### src/rtl/tx_fcs_inserter.sv
// Passes PSDU bytes to the scrambler and feeds each byte to the external CRC32
// engine as two nibbles. After the last byte it appends the 4-byte FCS.
module tx_fcs_inserter #(
  parameter int LEN_WIDTH = 12,
  parameter int MAX_LEN   = 4095
) (
  input  logic                 clk,
  input  logic                 rst,
  input  logic [7:0]           in_data,
  input  logic                 in_valid,
  input  logic                 in_last,
  output logic                 in_ready,
  output logic [7:0]           out_data,
  output logic                 out_valid,
  output logic                 out_last,
  input  logic                 out_ready,
  output logic                 crc_rst,
  output logic                 crc_en,
  output logic [3:0]           crc_nibble,
  input  logic [31:0]          crc_in,
  output logic [LEN_WIDTH-1:0] psdu_len,
  output logic                 len_err,
  output logic                 busy
);

  typedef enum logic [2:0] {IDLE, LO, HI, WAIT, FCS} state_t;

  localparam logic [LEN_WIDTH-1:0] LEN_SAT = '1;
  localparam int unsigned          MAX_U   = MAX_LEN;

  state_t      state;
  logic [3:0]  hi_nibble;
  logic        last_reg;
  logic [31:0] fcs_reg;
  logic [2:0]  fcs_cnt;
  logic [7:0]  fcs_byte;
  logic        out_fire;
  logic        out_free;
  logic        accept;

  assign out_fire = out_valid & out_ready;
  assign out_free = ~out_valid | out_ready;
  assign accept   = in_valid & in_ready;
  assign crc_rst  = accept & (state == IDLE);
  assign busy     = (state != IDLE);

  // A byte may only be taken when the output register is free by the next edge.
  always_comb begin
    in_ready = 1'b0;
    if (!rst) begin
      case (state)
        IDLE:    in_ready = 1'b1;
        LO:      in_ready = ~last_reg & out_free;
        default: in_ready = 1'b0;
      endcase
    end
  end

  always_comb begin
    case (fcs_cnt[1:0])
      2'd0:    fcs_byte = fcs_reg[7:0];
      2'd1:    fcs_byte = fcs_reg[15:8];
      2'd2:    fcs_byte = fcs_reg[23:16];
      default: fcs_byte = fcs_reg[31:24];
    endcase
  end

  // crc_en/crc_nibble are registered, so the nibble of a byte accepted in one
  // cycle reaches the engine during the next (HI) and the one after (LO/WAIT).
  always_ff @(posedge clk) begin
    if (rst) begin
      state      <= IDLE;
      out_data   <= '0;
      out_valid  <= 1'b0;
      out_last   <= 1'b0;
      crc_en     <= 1'b0;
      crc_nibble <= '0;
      hi_nibble  <= '0;
      last_reg   <= 1'b0;
      fcs_reg    <= '0;
      fcs_cnt    <= '0;
    end else begin
      crc_en <= 1'b0;
      if (out_fire) out_valid <= 1'b0;
      case (state)
        IDLE, LO: begin
          if (accept) begin
            hi_nibble  <= in_data[7:4];
            last_reg   <= in_last;
            out_data   <= in_data;
            out_valid  <= 1'b1;
            out_last   <= 1'b0;
            crc_en     <= 1'b1;
            crc_nibble <= in_data[3:0];
            state      <= HI;
          end else if (state == LO && last_reg) begin
            state <= WAIT;
          end
        end
        HI: begin
          crc_en     <= 1'b1;
          crc_nibble <= hi_nibble;
          state      <= LO;
        end
        WAIT: begin
          fcs_reg <= crc_in;
          fcs_cnt <= '0;
          state   <= FCS;
        end
        FCS: begin
          if (out_fire && out_last) begin
            out_last <= 1'b0;
            state    <= IDLE;
          end else if (out_free && !fcs_cnt[2]) begin
            out_data  <= fcs_byte;
            out_valid <= 1'b1;
            out_last  <= (fcs_cnt == 3'd3);
            fcs_cnt   <= fcs_cnt + 3'd1;
          end
        end
        default: state <= IDLE;
      endcase
    end
  end

  // Length counts every emitted byte; oversize is flagged but never truncated.
  always_ff @(posedge clk) begin
    if (rst) begin
      psdu_len <= '0;
      len_err  <= 1'b0;
    end else if (crc_rst) begin
      psdu_len <= '0;
      len_err  <= 1'b0;
    end else if (out_fire) begin
      if (psdu_len != LEN_SAT) psdu_len <= psdu_len + 1'b1;
      if (32'(psdu_len) >= MAX_U) len_err <= 1'b1;
    end
  end

endmodule

### config.mk
export PLATFORM = sky130hd
export DESIGN_NAME = tx_fcs_inserter
export DESIGN_NICKNAME = d
export VERILOG_FILES = /design/src/rtl/tx_fcs_inserter.sv
export SDC_FILE = /design/constraint.sdc
export NUM_CORES = 1
export LEC_CHECK = 0
export ABC_AREA = 0
export CORE_ASPECT_RATIO = 0.75
export CORE_MARGIN = 1
export CORE_UTILIZATION = 54
export CTS_CLUSTER_SIZE = 25
export DETAILED_ROUTE_END_ITERATION = 16
export MAX_ROUTING_LAYER = met4
export PLACE_DENSITY_LB_ADDON = 0.1
export SLEW_MARGIN = 15
export SYNTH_ARGS = -nofsm -noshare
export SYNTH_HDL_FRONTEND = slang
export SYNTH_SLANG_ARGS = --single-unit
### constraint.sdc
create_clock -name clk -period 4.4 [get_ports clk]
set_input_delay 0.88 -clock clk [delete_from_list [all_inputs] [get_ports clk]]
set_output_delay 0.88 -clock clk [all_outputs]
set_load 0.005 [all_outputs]
==> results of run 1 <==
synthesized netlist by cell type (all sizes together) (3+ instances only):
master	number	area [um^2]
a211oi	3	27.5
a21oi	56	280
a221oi	16	146
a22oi	8	60.1
a31oi	3	18.8
and2	4	25.0
and4	6	52.6
buf	14	81.3
clkbuf	17	63.8
dfxtp	71	1420
ha	6	75.1
inv	13	48.8
nand2	85	319
nand3	7	35.0
nand4	4	25.0
nor2	18	67.6
nor3	25	125
nor4	4	25.0
nor4b	3	41.3
o21ai	5	25.0
o31ai	3	22.5
or3	3	18.8
or4	3	22.5
how the worst min path moves through the flow:
| stage | start | cells past startpoint | to | slack (ps) |
|---|---|---|---|---|
| floorplan | fcs_reg[16]$_SDFFE_PP0P_ | 2 | fcs_reg[16]$_SDFFE_PP0P_ | 440 |
| global placement | fcs_reg[7]$_SDFFE_PP0P_ | 2 | fcs_reg[7]$_SDFFE_PP0P_ | 440 |
| detailed placement | fcs_reg[6]$_SDFFE_PP0P_ | 2 | fcs_reg[6]$_SDFFE_PP0P_ | 450 |
| CTS | fcs_reg[25]$_SDFFE_PP0P_ | 2 | fcs_reg[25]$_SDFFE_PP0P_ | 460 |
| global route | fcs_reg[20]$_SDFFE_PP0P_ | 2 | fcs_reg[20]$_SDFFE_PP0P_ | 470 |
| finish | fcs_reg[31]$_SDFFE_PP0P_ | 2 | fcs_reg[31]$_SDFFE_PP0P_ | 460 |
cell usage in the layout (no fill, tap or decap), drive strengths merged, types with 4 or more instances in the layout:
| master | synthesis | routed |
|---|---|---|
| nor3 | 25 | 25 |
| clkbuf | 17 | 11 |
| buf | 14 | 4 |
| ha | 6 | 6 |
| and4 | 6 | 6 |
| nand3 | 7 | 7 |
| nand4 | 4 | 4 |
| o21ai | 5 | 5 |
| a221oi | 16 | 16 |
| and2 | 4 | 4 |
| a21oi | 56 | 56 |
| nor2 | 18 | 18 |
| nand2 | 85 | 85 |
| a22oi | 8 | 8 |
| clkdlybuf4s50 | 0 | 74 |
| nor4 | 4 | 4 |
| dfxtp | 71 | 71 |
| inv | 13 | 13 |
metrics by stage:
step | std cells | hold WS (ps)
3_3_place_gp | 531 | 443
2_1_floorplan | 406 | 436
4_1_cts | 547 | 458
6_report | 547 | 459
5_1_grt | 547 | 474
3_5_place_dp | 531 | 449
cells by family after synthesis:
logic type,count (synthesis),share of synthesized area
xor gates and xnor gates,2,0.00535
AOI/OAI and AO/OA,107,0.212
muxes,1,0.00306
DFF,71,0.434
adders and majority gates,6,0.0229
and+or+nand+nor,175,0.263
buffers and inverters,44,0.0592
critical path: cells and delay by family:
kind          cells  cell delay [ps]
buf+inv           3             1380
simple gates      3              470
area by class of cell:
class                      count  area [um^2]  share of cell area
clock buffer                  11          151              0.0360
clock inverter                 5         56.3              0.0134
inverter                      13         48.8              0.0116
multi-input combinational    291         1660               0.395
sequential                    71         1420               0.338
tap                           78         97.6              0.0232
timing repair buffer          78          768               0.183
layer usage:
metal | global-route usage | vias to the layer above | routed length, um
li1 | - | 1567 | -
met1 | 0.383 | 1477 | 4070
met2 | 0.384 | 83 | 3490
met3 | 0.0724 | 9 | 493
met4 | 0.0625 | 0 | 72
met5 | - | - | 0
power by group:
part	total, mW	internal (mW)	switching [mW]
Clock	0.535	0.291	0.243
Sequential	0.679	0.661	0.0177
Combinational	0.145	0.0832	0.0614
==> results.md, run 1 <==
* Clock Latency Late Sink at 350 ps
* Post-route minimum period at 3620 ps
* Count of endpoints failing setup in the final report at 0
* Final Cell Area at 0.00420 mm^2
* DR WL/cell at 14.9 um
* Drt pass-1 iters at 5
* CTS Buf Count at 9
* Max-slew headroom at 0.573
* Number of flip-flops in the largest register at 32
* Die Y at 69.4 um
* NumNets Final at 515
* Htree depth at 3
* Critical Path Max Stage Delay at 640 ps
* Power Dens Cells at 323 mW/mm^2
* Clock transition at path regs at 70 ps
* GRT Util Overall at 0.270
* RSZ-0062 raised after global routing: no
* TritonCTS clock tree: built
* DIE AREA at 0.00638 mm^2
* Worst setup path start: out_ready
* CTS Sinks at 71
* Yosys warns at 0
* Post-cts sizing count at 0
* CP arrival at 2740 ps
* Critical Path Sink: crc_rst
* Filler cell count at 468
* Worst Clk Skew at 4.23 ps
* Setup TNS at 0 ps
* Critical path fanouts, max at 20
* Fmax at 0.277 GHz
* Setup bufs post-CTS at 0
* R2R depth at 4
* Synth Cell Area at 0.00327 mm^2
* Ant. Diodes at 0
* Status: complete, no violations
* Area Overhead vs Synth at 28.4%
* Top cell by count, worst path: clkdlybuf4s50_1
* Final design utilization at 0.721
* Vias in the first global route at 2711
* Worst-path cell chain: clkdlybuf4s50_1 > nand3b_1 > nand4_1 > buf_4 > nor2_1 > clkdlybuf4s50_1
* Floorplan row count at 24
* VDD IR max at 0.264 mV
* Worst endpoint required time at 3520 ps
* Reg2reg start: state[1]$_SDFFE_PP0P_
* Maximum root-to-sink buffer count at 2
* Number of max-cap violations at 0
* Root Driver: clkbuf_8
* CTS Hold Bufs at 0
* Largest net degree at the start of global routing at 60
* Crit path kind: in2out
* DR iter-0 viols at 259
* Routed wire length at 8.13 mm
* Lkg Pwr at 1.41 nW
* Synthesized area per cell at 8.07 um^2
* Pre-CTS setup slack at 830 ps
* EDFF count, synth at 0
* Core area at 0.00583 mm^2
* RD Place Congestion at 0.885
* Synth Instances at 406
* Synthesis-stage register bit count at 71
* Final hold vios at 0
* Sequential share of the synthesized area at 0.434
* Crit end category: output port
* Via count at 3136
* Hold WC Path Type: reg2reg
* Number of port buffers at 75
* Global-route wire length before repair at 13.1 mm
* Starting Density at 0.562
* DRC at 0
* Total power at 1.36 mW
* Slowest CP cell: clkdlybuf4s50_1
* Chip Width at 91.9 um
* Layout cells sized above 1 at 0.0597
* R2R Setup Slk at 2280 ps
* Worst-Margin Slew at 640 ps
* CP Launch Type: primary input
* Initial antenna violation count at 0
* Syn Nets at 457
* Max Slew Vio Count at 0
* Area post-placement at 0.00400 mm^2
* Post-DP HPWL at 5.71 mm
* DRT antenna net count at 0
* I/O Pins at 76
* Post-synth top flop: dfxtp_1
* Reg-to-Reg End: fcs_cnt[2]$_SDFFE_PP0P_
* Total grt overflow at 0
* Post-synthesis cell type count at 51
* Async set-reset flop share out of synthesis at 0
* Ratio of final minimum period to clock period at 0.822
* Vias per cell at 5.73
* Final WS setup at 784 ps
Note: power is estimated with default switching activity, not from simulation.
==> run 2, diff against run 1 <==
--- a/config.mk
+++ b/config.mk
@@ -8,7 +8,7 @@
 export ABC_AREA = 0
 export CORE_ASPECT_RATIO = 0.75
 export CORE_MARGIN = 1
-export CORE_UTILIZATION = 54
+export CORE_UTILIZATION = 50
 export CTS_CLUSTER_SIZE = 25
 export DETAILED_ROUTE_END_ITERATION = 16
 export MAX_ROUTING_LAYER = met4
==> constraint.sdc (replaced) <==
create_clock -name clk -period 3.39 [get_ports clk]
set_input_delay 0.678 -clock clk [delete_from_list [all_inputs] [get_ports clk]]
set_output_delay 0.678 -clock clk [all_outputs]
set_load 0.005 [all_outputs]
==> run 2 against run 1 <==
Against the previous run: first-iteration DRC count is 20% lower; clock power is 35% higher; cell count is 0.55% higher; core utilization is 5.4 points lower; clock skew is 2.4 ps higher; die area is 7.8% higher; clock-buffer cell count stayed put; critical path depth is 1 lower; critical path type unchanged; hold slack worse by 2.4 ps; largest power group unchanged.
==> results.md, run 2 (synthesized netlist as in run 1, its figures left out) <==
* Status: complete, no violations
* Number of flip-flops in the largest register at 32
* HP Start: fcs_reg[6]$_SDFFE_PP0P_
* Count of endpoints failing setup in the final report at 0
* Routed wire length at 8.39 mm
* CTS Hold Bufs at 0
* Setup TNS at 0 ps
* VDD IR max at 0.208 mV
* Via count at 3145
* Vias per cell at 5.72
* DR WL/cell at 15.3 um
* Clock Latency Late Sink at 330 ps
* Drt pass-1 iters at 5
* Root Driver: clkbuf_8
* Htree depth at 3
* Worst-path cell chain: clkdlybuf4s50_1 > nand3b_1 > nand4_1 > nor2_1 > clkdlybuf4s50_1
* Max-slew headroom at 0.585
* CP arrival at 2100 ps
* RSZ-0062 raised after global routing: no
* Critical Path Max Stage Delay at 500 ps
* Pre-CTS setup slack at 627 ps
* CTS Buf Count at 9
* Initial antenna violation count at 0
* DRC at 0
* Max Slew Vio Count at 0
* DRT antenna net count at 0
* Worst Clk Skew at 6.62 ps
* Post-cts sizing count at 0
* Critical path fanouts, max at 5
* Post-DP HPWL at 5.63 mm
* R2R depth at 4
* Die Y at 72.1 um
* Chip Width at 95.4 um
* Vias in the first global route at 2940
* NumNets Final at 516
* Floorplan row count at 25
* Fmax at 0.360 GHz
* Slowest CP cell: clkdlybuf4s50_1
* Top cell by count, worst path: clkdlybuf4s50_1
* I/O Pins at 76
* CP Launch Type: primary input
* GRT Util Overall at 0.266
* Final Cell Area at 0.00422 mm^2
* Final hold vios at 0
* Worst-Margin Slew at 623 ps
* Area post-placement at 0.00401 mm^2
* Crit end category: output port
* Worst endpoint required time at 2710 ps
* Number of max-cap violations at 0
* Hold WC Path Type: reg2reg
* CP Buf/Inv Count at 2
* CP delay by family, top: buffers and inverters
* R2R Setup Slk at 1270 ps
* CTS Sinks at 71
* Number of port buffers at 75
* Reg2reg start: state[1]$_SDFFE_PP0P_
* Area Overhead vs Synth at 28.8%
* Ant. Diodes at 0
* RD Place Congestion at 0.893
* Clock transition at path regs at 70 ps
* Total grt overflow at 0
* Final WS setup at 610 ps
* Core area at 0.00632 mm^2
* Hold Path End: fcs_reg[6]$_SDFFE_PP0P_
* DR iter-0 viols at 208
* Ratio of final minimum period to clock period at 0.820
* Hold depth at 2
* Reg-to-Reg End: fcs_cnt[2]$_SDFFE_PP0P_
* Starting Density at 0.518
* Maximum root-to-sink buffer count at 2
* Commonest cells after routing, fill and taps aside: 85 x nand2_1, 74 x clkdlybuf4s50_1, 71 x dfxtp_1, 56 x a21oi_1, 25 x nor3_1
* Crit path kind: in2out
* Largest net degree at the start of global routing at 60
* Power Dens Cells at 425 mW/mm^2
* Lkg Pwr at 1.42 nW
* Layout cells sized above 1 at 0.0576
* Final design utilization at 0.668
* TritonCTS clock tree: built
* DIE AREA at 0.00688 mm^2
* Global-route wire length before repair at 13.8 mm
* Post-route minimum period at 2780 ps
* Setup bufs post-CTS at 0
* Most common library cell in the layout ignoring fill and taps: nand2_1
[run 2: changes by cell type in the layout (fill, tap and decap cells not counted)]
| cell | before | now |
|---|---|---|
| clkbuf_8 | 11 | 10 |
| bufinv_16 | 1 | 2 |
| clkinv_4 | 1 | 0 |
| clkbuf_1 | 0 | 1 |
| clkinvlp_4 | 1 | 0 |
| buf_4 | 3 | 4 |
[run 2: layer usage]
layer / GRT usage / share of wire / up-vias
li1: - / - / 1556
met1: 0.368 / 0.48 / 1476
met2: 0.394 / 0.44 / 102
met3: 0.0514 / 0.060 / 11
met4: 0.0813 / 0.014 / 0
met5: - / 0 / -
[run 2: report_power, final]
part	total, mW	leakage, nW	internal, mW	switching (mW)
Clock	0.723	0.109	0.428	0.295
Combinational	0.188	0.737	0.109	0.0795
Sequential	0.883	0.576	0.859	0.0245
[run 2: area by class of cell]
| type | instances | area (um^2) |
|---|---|---|
| clock buffer | 11 | 141 |
| timing repair buffer | 79 | 776 |
| sequential | 71 | 1420 |
| multi-input combinational | 291 | 1660 |
| fill | 542 | 2100 |
| inverter | 13 | 48.8 |
| tap | 81 | 101 |
| clock inverter | 4 | 70.1 |
[run 2: worst max-delay path by stage]
stage | from | endpoint | slack [ps] | cells after the start
2_1_floorplan | out_ready | crc_rst | 1370 | 4
3_3_place_gp | out_ready | crc_rst | 630 | 5
3_5_place_dp | out_ready | crc_rst | 630 | 5
4_1_cts | out_ready | crc_rst | 600 | 5
5_1_grt | out_ready | crc_rst | 490 | 5
6_report | out_ready | crc_rst | 610 | 5
[run 2: stage by stage]
| stage | hold slack [ps] | instances | total power, mW |
|---|---|---|---|
| 2_1_floorplan | 436 | 406 | 0.980 |
| 3_3_place_gp | 442 | 535 | 1.08 |
| 3_5_place_dp | 447 | 535 | 1.09 |
| 4_1_cts | 456 | 550 | 1.81 |
| 5_1_grt | 469 | 550 | 1.87 |
| 6_report | 457 | 550 | 1.79 |
[run 2: worst min-delay path, cell delays in order (launching register included)]
cell	delay (ps)
dfxtp_1	310
nand2_1	50
a21oi_1	50
==> run 3, diff against run 2 <==
--- a/config.mk
+++ b/config.mk
@@ -8,7 +8,7 @@
 export ABC_AREA = 0
 export CORE_ASPECT_RATIO = 0.75
 export CORE_MARGIN = 1
-export CORE_UTILIZATION = 50
+export CORE_UTILIZATION = 45
 export CTS_CLUSTER_SIZE = 25
 export DETAILED_ROUTE_END_ITERATION = 16
 export MAX_ROUTING_LAYER = met4
==> constraint.sdc (replaced) <==
create_clock -name clk -period 2.2 [get_ports clk]
set_input_delay 0.44 -clock clk [delete_from_list [all_inputs] [get_ports clk]]
set_output_delay 0.44 -clock clk [all_outputs]
set_load 0.005 [all_outputs]
==> run 3 against run 2 <==
Against the previous run: non-clock buffer count increased by 14; core utilization is 3.8 points lower; critical path depth down 2; flip-flop and latch count is the same; total power increased by 53%; hold slack improved by 2.4 ps; via count up 3.2%; cell count grew 5.8%; critical path type is now reg2out; sequential share of layout area is 1.1 points lower; wire length rose by 6.2%; largest cell class unchanged; clock-buffer cell count unchanged.
==> results.md, run 3 (synthesized netlist as in run 1, its figures left out) <==
* Status: complete, no violations
* Max-slew headroom at 0.582
* DRC at 0
* Maximum root-to-sink buffer count at 2
* Ant. Diodes at 0
* Pre-CTS setup slack at -124 ps
* I/O Pins at 76
* Vias per cell at 5.58
* Initial antenna violation count at 0
* Chip Width at 101 um
* Routed wire length at 8.91 mm
* CTS Buf Count at 9
* Htree depth at 3
* R2R depth at 5
* Root Driver: clkbuf_8
* CP arrival at 1660 ps
* Power Dens Cells at 632 mW/mm^2
* Crit path kind: reg2out
* Area post-placement at 0.00412 mm^2
* RSZ-0062 raised after global routing: no
* Layout cells sized above 1 at 0.0930
* Area Overhead vs Synth at 33.1%
* DR iter-0 viols at 248
* TritonCTS clock tree: built
* Worst-Margin Slew at 627 ps
* Vias in the first global route at 2916
* CP Launch Type: register
* Final Cell Area at 0.00436 mm^2
* Count of endpoints failing setup in the final report at 0
* Starting Density at 0.473
* CTS Sinks at 71
* NumNets Final at 530
* Number of max-cap violations at 0
* R2R Setup Slk at 270 ps
* Crit end category: output port
* DIE AREA at 0.00763 mm^2
* Commonest cells after routing, fill and taps aside: 85 x nand2_1, 72 x clkdlybuf4s50_1, 70 x dfxtp_1, 56 x a21oi_1, 25 x nor3_1
* DRT antenna net count at 0
* Fmax at 0.475 GHz
* Hold depth at 2
* Via count at 3246
* Worst endpoint required time at 1760 ps
* Lkg Pwr at 1.50 nW
* Final hold vios at 0
* Hold WC Path Type: reg2reg
* Drt pass-1 iters at 5
* Post-DP HPWL at 6.07 mm
* Min Hold Slack at 459 ps
* Post-route minimum period at 2100 ps
* Max Slew Vio Count at 0
* Most common library cell in the layout ignoring fill and taps: nand2_1
* VDD IR max at 0.478 mV
* DR WL/cell at 15.3 um
* RD Place Congestion at 0.879
* Non-Filler Instances at 582
* Number of port buffers at 75
* Floorplan row count at 26
* Clock Latency Late Sink at 350 ps
* Final design utilization at 0.629
* Ratio of final minimum period to clock period at 0.957
* Clock transition at path regs at 70 ps
* Worst Clk Skew at 7.57 ps
* Final WS setup at 95.5 ps
* Die Y at 75.9 um
* Largest net degree at the start of global routing at 60
* Placed cells at 562
* Total power at 2.75 mW
* Setup TNS at 0 ps
* Critical path fanouts, max at 7
* CTS Hold Bufs at 0
* Total grt overflow at 0
* Core area at 0.00693 mm^2
* Global-route wire length before repair at 14.1 mm
* GRT Util Overall at 0.249
* Number of flip-flops in the largest register at 32
-- run 3: changes by cell type in the layout (fill, tap and decap cells not counted), sizes merged --
cell	delta
buf	+14
clkdlybuf4s50	-2
bufinv	-1
clkbuf	+1
clkinv	+1
clkinvlp	+1
dlymetal6s2s	+1
-- run 3: worst max-delay path, cell delays in order (launching register included) --
cell             delay [ps]
dfxtp_1                 380
buf_4                   180
or3_1                   300
clkdlybuf4s50_1         450
-- run 3: layout make-up --
type,count,area [um^2]
Multi-Input combinational cell,291,1670
Tap cell,98,123
Clock buffer,11,151
Clock inverter,5,56.3
Inverter,13,48.8
Timing Repair Buffer,93,891
Fill cell,622,2570
Sequential cell,71,1420
-- run 3: metal layers --
layer / track usage / wire (um) / share of wire
met5: - / 0 / 0
met4: 0.0902 / 103 / 0.012
met3: 0.0477 / 599 / 0.067
met2: 0.374 / 3910 / 0.44
met1: 0.334 / 4300 / 0.48
-- run 3: what timing repair did --
action                                  in CTS  in global routing
pin swaps                                    3                  2
resized for setup                            2                  4
endpoints found under the setup margin       2                  2
gates cloned                                 0                  0
setup buffers                                2                  2
-- run 3: final timing paths --
| path | start | endpoint |
|---|---|---|
| setup / recovery | state[2]$_SDFFE_PP0P_ | busy |
| setup reg to reg | state[1]$_SDFFE_PP0P_ | out_data[6]$_SDFFE_PP0P_ |
| hold / removal | fcs_reg[4]$_SDFFE_PP0P_ | fcs_reg[4]$_SDFFE_PP0P_ |
| hold reg to reg | fcs_reg[4]$_SDFFE_PP0P_ | fcs_reg[4]$_SDFFE_PP0P_ |
-- run 3: power breakdown --
group          internal, mW  switching (mW)
Combinational         0.182           0.140
Sequential             1.32          0.0285
Clock                 0.583           0.497
Total                  2.09           0.665
